$ cat src/rtl/sat_pkg.sv
// Shared encodings and packed record layouts for the SAT engine's bin-image storage.
package sat_pkg;

  localparam int unsigned NUM_CLAUSES_DEF      = 8;
  localparam int unsigned NUM_VARS_DEF         = 8;
  localparam int unsigned NUM_LVLS_DEF         = 8;
  localparam int unsigned WIDTH_LVL_DEF        = 16;
  localparam int unsigned WIDTH_BIN_ID_DEF     = 10;
  localparam int unsigned WIDTH_VAR_STATES_DEF = 3 + WIDTH_LVL_DEF;
  localparam int unsigned WIDTH_LVL_STATES_DEF = WIDTH_BIN_ID_DEF + 1;

  localparam logic [1:0] LIT_NONE = 2'd0;
  localparam logic [1:0] LIT_NEG  = 2'd1;
  localparam logic [1:0] LIT_POS  = 2'd2;

  localparam logic [1:0] VAL_FREE  = 2'd0;
  localparam logic [1:0] VAL_FALSE = 2'd1;
  localparam logic [1:0] VAL_TRUE  = 2'd2;

  typedef struct packed {
    logic [1:0]               value;
    logic                     implied;
    logic [WIDTH_LVL_DEF-1:0] level;
  } var_state_t;

  typedef struct packed {
    logic [WIDTH_BIN_ID_DEF-1:0] dcd_bin;
    logic                        has_bkt;
  } lvl_state_t;

endpackage

$ cat src/rtl/masked_reg_bank.sv
// Bank of equal-width registers, each loaded when its mask bit is set.
module masked_reg_bank #(
  parameter int unsigned Entries = 8,
  parameter int unsigned Width   = 8
) (
  input  logic                     clk,
  input  logic                     rst,
  input  logic                     clear_i,
  input  logic [Entries-1:0]       we_i,
  input  logic [Entries*Width-1:0] d_i,
  output logic [Entries*Width-1:0] q_o
);

  logic [Entries*Width-1:0] mem_q;

  always_ff @(posedge clk) begin
    if (!rst) begin
      mem_q <= '0;
    end else if (clear_i) begin
      mem_q <= '0;
    end else begin
      for (int unsigned i = 0; i < Entries; i++) begin
        if (we_i[i]) begin
          mem_q[i*Width +: Width] <= d_i[i*Width +: Width];
        end
      end
    end
  end

  assign q_o = mem_q;

endmodule

$ cat src/rtl/clause_array.sv
// Clause rows, per-variable state and per-level state for one bin image, written as
// separated fields and exposed in the packed layouts the SAT engine consumes.
module clause_array
  import sat_pkg::*;
#(
  parameter int unsigned NUM_CLAUSES      = NUM_CLAUSES_DEF,
  parameter int unsigned NUM_VARS         = NUM_VARS_DEF,
  parameter int unsigned NUM_LVLS         = NUM_LVLS_DEF,
  parameter int unsigned WIDTH_LVL        = WIDTH_LVL_DEF,
  parameter int unsigned WIDTH_BIN_ID     = WIDTH_BIN_ID_DEF,
  parameter int unsigned WIDTH_VAR_STATES = WIDTH_VAR_STATES_DEF,
  parameter int unsigned WIDTH_LVL_STATES = WIDTH_LVL_STATES_DEF
) (
  input  logic                                 clk,
  input  logic                                 rst,
  input  logic                                 clear_i,
  input  logic [NUM_CLAUSES-1:0]               wr_row_i,
  input  logic [NUM_VARS*2-1:0]                clause_i,
  input  logic [$clog2(NUM_CLAUSES)-1:0]       rd_row_i,
  output logic [NUM_VARS*2-1:0]                clause_o,
  output logic [NUM_CLAUSES*NUM_VARS*2-1:0]    carray_o,
  input  logic [NUM_VARS-1:0]                  wr_var_i,
  input  logic [2*NUM_VARS-1:0]                vs_value_i,
  input  logic [NUM_VARS-1:0]                  vs_implied_i,
  input  logic [WIDTH_LVL*NUM_VARS-1:0]        vs_level_i,
  output logic [WIDTH_VAR_STATES*NUM_VARS-1:0] vars_states_o,
  input  logic [NUM_LVLS-1:0]                  wr_lvl_i,
  input  logic [WIDTH_BIN_ID*NUM_LVLS-1:0]     ls_dcd_bin_i,
  input  logic [NUM_LVLS-1:0]                  ls_has_bkt_i,
  output logic [WIDTH_LVL_STATES*NUM_LVLS-1:0] lvl_states_o
);

  localparam int unsigned RowW = 2 * NUM_VARS;

  logic [WIDTH_VAR_STATES*NUM_VARS-1:0] vs_wdata;
  logic [WIDTH_LVL_STATES*NUM_LVLS-1:0] ls_wdata;
  logic [NUM_CLAUSES*RowW-1:0]          row_wdata;

  // Every selected row receives the same clause data.
  assign row_wdata = {NUM_CLAUSES{clause_i}};

  always_comb begin
    vs_wdata = '0;
    for (int unsigned i = 0; i < NUM_VARS; i++) begin
      vs_wdata[i*WIDTH_VAR_STATES +: WIDTH_VAR_STATES] =
          {vs_value_i[2*i +: 2], vs_implied_i[i], vs_level_i[i*WIDTH_LVL +: WIDTH_LVL]};
    end
  end

  always_comb begin
    ls_wdata = '0;
    for (int unsigned j = 0; j < NUM_LVLS; j++) begin
      ls_wdata[j*WIDTH_LVL_STATES +: WIDTH_LVL_STATES] =
          {ls_dcd_bin_i[j*WIDTH_BIN_ID +: WIDTH_BIN_ID], ls_has_bkt_i[j]};
    end
  end

  masked_reg_bank #(
    .Entries(NUM_CLAUSES),
    .Width  (RowW)
  ) u_rows (
    .clk    (clk),
    .rst    (rst),
    .clear_i(clear_i),
    .we_i   (wr_row_i),
    .d_i    (row_wdata),
    .q_o    (carray_o)
  );

  masked_reg_bank #(
    .Entries(NUM_VARS),
    .Width  (WIDTH_VAR_STATES)
  ) u_vars (
    .clk    (clk),
    .rst    (rst),
    .clear_i(clear_i),
    .we_i   (wr_var_i),
    .d_i    (vs_wdata),
    .q_o    (vars_states_o)
  );

  masked_reg_bank #(
    .Entries(NUM_LVLS),
    .Width  (WIDTH_LVL_STATES)
  ) u_lvls (
    .clk    (clk),
    .rst    (rst),
    .clear_i(clear_i),
    .we_i   (wr_lvl_i),
    .d_i    (ls_wdata),
    .q_o    (lvl_states_o)
  );

  // Indices with no matching row fall through to zero.
  always_comb begin
    clause_o = '0;
    for (int unsigned r = 0; r < NUM_CLAUSES; r++) begin
      if (32'(rd_row_i) == r) begin
        clause_o = carray_o[r*RowW +: RowW];
      end
    end
  end

endmodule

$ cat config.mk
export PLATFORM = sky130hd
export DESIGN_NAME = clause_array
export DESIGN_NICKNAME = d
export VERILOG_FILES = /design/src/rtl/sat_pkg.sv /design/src/rtl/masked_reg_bank.sv /design/src/rtl/clause_array.sv
export SDC_FILE = /design/constraint.sdc
export NUM_CORES = 1
export LEC_CHECK = 0
export CAP_MARGIN = 20
export CORE_AREA = 2 2 259 261
export CTS_CLUSTER_SIZE = 28
export DETAILED_ROUTE_END_ITERATION = 16
export DIE_AREA = 0 0 261 263
export GPL_TIMING_DRIVEN = 1
export PLACE_DENSITY = 0.48
export SLEW_MARGIN = 40
export SYNTH_ARGS = -nofsm -noshare
export SYNTH_HDL_FRONTEND = slang
export SYNTH_HIERARCHICAL = 1
export SYNTH_SLANG_ARGS = --single-unit
export TNS_END_PERCENT = 10
$ cat constraint.sdc
create_clock -name clk -period 2.1 [get_ports clk]
set_input_delay 0.63 -clock clk [delete_from_list [all_inputs] [get_ports clk]]
set_output_delay 0.63 -clock clk [all_outputs]
set_load 0.1 [all_outputs]
* Yosys cells after proc, flatten, opt, wreduce, memory -nomap -nowiden
Cells that the tools add are included.
** Word-level totals
- Output and inout bits :: 384
- ROM bits :: 0
- Memories :: 0
- Flip-flop bits (word level) :: 368
- Input bits :: 286
- Bits in latches :: 0
- Word-level logic and storage cells :: 42
- Bits in writable memories :: 0
** Cells by class
- Muxes and demuxes :: 8
- Order comparisons :: 0
- Bitwise operators :: 1
- Div/mod/pow operators :: 0
- Eq/ne operators :: 7
- Add/subtract/negate cells :: 0
- Reduce and logical (&&, ||, !) cells :: 2
- Multiply operators :: 0
- Shift-type cells :: 0
** Operator list (count)
- $mux 16 :: 8
- $eq 3x3->1 const B :: 4
- $eq 3x2->1 const B :: 2
- $eq 3x1->1 const B :: 1
- $logic_not 3->1 :: 1
- $reduce_or 2->1 :: 1
- $not 1->1 :: 1

* Logic depth before layout (Yosys ltp)
- Depth in word-level cells :: 9
- Mapped depth :: 7
- Gate-level depth less buffers :: 4

* Modules after synthesis
The synthesis kept the hierarchy.
** Modules (own cells, without submodules)
- masked_reg_bank (u_vars) :: area an instance 5464.0 µm², seq. area each 3042.9 µm², cells an instance 490, times used 1
- masked_reg_bank (u_rows) :: area an instance 4717.0 µm², seq. area each 2562.5 µm², cells an instance 415, times used 1
- masked_reg_bank (u_lvls) :: area an instance 3119.2 µm², seq. area each 1761.7 µm², cells an instance 283, times used 1
- clause_array :: area an instance 1362.6 µm², seq. area each 0.0 µm², cells an instance 189, times used 1

* Worst setup path after synthesis
Ideal clock, no wire load.
- Path type :: input to output
- Start point :: input port rd_row_i[0]
- End point :: output port clause_o[14]
- Stages on the path :: 5
- Path buffers :: 3
- Path slack :: -1.891 ns
- Data arrival time :: 3.361 ns
- Data required time :: 1.470 ns
- Cell sequence :: buf_2 -> buf_2 -> buf_2 -> mux2i_1 -> o21ai_0
** Between the ends
- Word-level cells in the longest chain between the ends :: 9
** RTL lines
- start: declaration :: RTL line clause_array.sv:19 : input logic [$clog2(NUM_CLAUSES)-1:0] rd_row_i,
- $logic_not 3->1 :: RTL line clause_array.sv:98 : if (32'(rd_row_i) == r) begin
- $mux 16 (7 in series) :: RTL line clause_array.sv:98
- $mux 16 (*) :: RTL line clause_array.sv:98
- end: declaration :: RTL line clause_array.sv:20 : output logic [NUM_VARS*2-1:0] clause_o,
Mark *: on every way between the ends. The rest lies on a longest branch, timed or not.

* Worst setup path in the final report
- Start point :: input port rd_row_i[2]
- End point :: output port clause_o[12]
Same word-level chain as after synthesis.

==> flow_summary_export.csv <==
group,metric,value,unit
placed_design,placed_cells,2910,
sta,min_period,2.49,ns
critical_path,start_kind,"input port",
critical_path,reg2reg_depth,2,
critical_path,worstPathArrival,1.86,ns
sta,tns,-5.50,ns
synthesis,yosys.area_share.xor_xnor,0,%
cells_and_area,fillCellCount,6065,
cells_and_area,drive_gt1_share,30.8,%
floorplan,die_y,263,um
sta,finClkSkew,0,ns
drt,antenna_left,0,
critical_path,rrSetupSlack,1.25,ns
synthesis,syn_avg_cell_area,10.6,um^2
cells_and_area,stdcell_count,3000,
synthesis,synthMuxAreaShare,27.3,%
critical_path,startpoint,"rd_row_i[2]",
synthesis,ys_types,26,
placed_design,dp_hpwl,56.1,mm
synthesis,synth.largest_area_cell,"dfxtp_1",
sta,worst_pin_slew,0.690,ns
synthesis,synthTopCellsByArea,"dfxtp_1, mux2i_1, nor2_1, buf_6, a221oi_2",
clock_tree,cts.sinks,368,
sta,final.setup.worst_slack,-0.390,ns
sta,hold_viol_final,0,
drt,met3_length,5.76,mm
floorplan,initial_utilization,22.3,%
clock_tree,root_buffer,"clkbuf_16",
critical_path,crit_required,1.47,ns
clock_tree,cts_buffers,46,
synthesis,syn_inst,1377,
clock_tree,cts_tree,"yes",
sta,setup_viol,16,
global_route,grt_pass1_vias,13265,
drt,vias,12900,
critical_path,crit_chain,"buf_8 > nor2b_4 > buf_12 > a221oi_2 > a21oi_1 > o31a_4 > buf_12",
global_route,antenna_found_initial,7,
floorplan,fp-row-count,94,
floorplan,ioPinCount,670,
critical_path,crit_cells,7,
critical_path,crit_fanout,10,
sta,period_share,119,%
clock_tree,holdBufCountCts,0,
cells_and_area,syn_to_final_growth,93.1,%
synthesis,yosys.area_share.simple,11.7,%
synthesis,ys_ff_latch,368,
placed_design,gp_congestion,0.880,
critical_path,crit_family,"compound AO/OA/AOI/OAI gates",
drt,dr.pass1.iters,5,
synthesis,synthAdderAreaFrac,0,%
sta,maxSlewViolCount,0,
synthesis,synth-seq-area-share,50.2,%
synthesis,synth_area,14700,um^2
clock_tree,cts_buffer_depth,3,
pwr,power_density,708,nW/um^2
critical_path,path_common_cell,"buf_12",
placed_design,portBuffers,669,
drt,drt_iter0_markers,601,
sta,max_freq,402,MHz
floorplan,fp.dieArea,68600,um^2
drt,dr_wl_met2,35.0,mm
clock_tree,clk_pin_slew,0.06,ns
synthesis,synth_top_family_by_area,"multiplexers",
sta,rsz0062_at_grt,"true",
critical_path,endpoint,"clause_o[12]",
drt,totalWireLength,69.1,mm
clock_tree,h-tree-depth,2,
critical_path,cpPeakStageDelay,0.30,ns
pwr,total_power,0.0201,W
synthesis,synth_compound_area_share,4.18,%
cells_and_area,nets,2386,
cells_and_area,final_common_cell,"buf_12",
min_path,hold_path.class,"reg2reg",
critical_path,end_kind,"primary output",
drt,top_layer,"met5",
drt,wl_per_cell,23.0,um
pwr,p_leak,11.9,nW
critical_path,worstSetupPathType,"in2out",
run_status,run_status,"finished with violations",
floorplan,core_area,65600,um^2
global_route,grt-ovfl-total,0,
drt,remaining_drc_errors,0,
global_route,grt_max_degree,49,
run_status,violations,"setup timing",
critical_path,cp_slowest_cell,"o31a_4",
synthesis,syn_nets,1663,
global_route,track_usage,19.7,%
pwr,ir_worst_vdd,0.000564,V
drt,vias_per_cell,4.30,
sta,slew_headroom,53.8,%
critical_path,reg2reg_to,"u_rows/q_o[80]",
global_route,grt_pass1_wl,98.4,mm
synthesis,yosys_warnings,6,
clock_tree,clkLatencyLatePin,0.57,ns
critical_path,reg2reg_from,"u_rows/q_o[80]",
critical_path,crit_buf_inv,3,
drt,wl_met1,27.1,mm
synthesis,synth_top_area_share,50.2,%
floorplan,die-width,261,um
job,drv_cap,0,
sta,worst_hold_slack,0.548,ns
cells_and_area,final_cell_mix,"buf_12, mux2i_1, nor2_1",
[layer usage]
| metal | vias up | GRT usage [%] |
|---|---|---|
| met4 | 8 | 3.85 |
| met5 | - | 0 |
| li1 | 6118 | - |
| met2 | 468 | 34.7 |
| met3 | 62 | 6.49 |
| met1 | 6244 | 23.2 |
[what timing repair did]
action / CTS / global route
resized for setup: 48 / 14
setup buffers: 5 / 0
gates cloned: 1 / 0
setup endpoints to repair: 16 / 16
pin swaps: 7 / 4
[final cells by class]
| class | count | area (um^2) | share of cell area, % |
|---|---|---|---|
| timing repair buffer | 778 | 11800 | 41.6 |
| sequential | 368 | 7440 | 26.3 |
| multi-input combinational | 906 | 6590 | 23.3 |
| clock buffer | 70 | 1330 | 4.71 |
| tap | 864 | 1080 | 3.82 |
| clock inverter | 11 | 77.6 | 0.274 |
| antenna | 3 | 7.51 | 0.0265 |
[registers in the layout, indices dropped and copies added (netlist names)]
name and flops:
u_vars/q_o 152, u_lvls/q_o 88, u_rows/q_o 128
[per-stage QoR]
step,instance area [um^2],utilization [%],worst slack (ns)
floorplan,14900,-,-0.316
global placement,26600,40.6,-1.00
detailed placement,26600,40.6,-1.02
CTS,28300,43.1,-0.402
global route,28300,43.1,-0.433
finish,28300,43.1,-0.390
[Yosys cell counts]
master	number
mux2i_1	400
nor2_2	10
nor2b_4	2
o31a_1	14
nand2b_4	2
buf_1	1
nand2_1	33
a22oi_1	14
or2_2	1
buf_4	20
dfxtp_1	368
clkbuf_8	6
o21ai_0	6
and2_1	1
or2_1	3
nor2_1	362
o211ai_1	4
buf_2	25
buf_8	9
buf_6	42
a21oi_1	28
nand2b_1	1
nor2b_2	1
or2_0	10
a221oi_1	4
a221oi_2	10
[worst reg2reg max path, delay by kind of cell, from the launching register on]
kind          cells  cell delay, ns
flops             1            0.55
mux               1            0.13
simple gates      1            0.11
[cells by family after synthesis]
| logic type | after synthesis |
|---|---|
| buffers and inverters | 103 |
| AND/OR/NAND/NOR | 426 |
| AO/OA/AOI/OAI | 80 |
| flip-flops | 368 |
| multiplexers | 400 |
[worst min-delay path by stage]
stage,start,endpoint,slack [ns],cells after the start
finish,u_vars/q_o[101],u_vars/q_o[101],0.55,2
global route,u_vars/q_o[94],u_vars/q_o[94],0.56,2
CTS,u_lvls/q_o[11],u_lvls/q_o[11],0.55,2
detailed placement,u_vars/q_o[137],u_vars/q_o[137],0.54,2
floorplan,u_rows/q_o[15],u_rows/q_o[15],0.75,2
global placement,u_rows/q_o[7],u_rows/q_o[7],0.52,2
[report_power, final]
group | total [W] | leakage, nW | internal [W] | switching [W]
clock | 0.00749 | 0.698 | 0.00437 | 0.00312
sequential | 0.00751 | 3.02 | 0.00721 | 0.000296
combinational | 0.00505 | 8.16 | 0.00209 | 0.00297
total | 0.0201 | 11.9 | 0.0137 | 0.00638
Note: power is estimated with default switching activity, not from simulation.
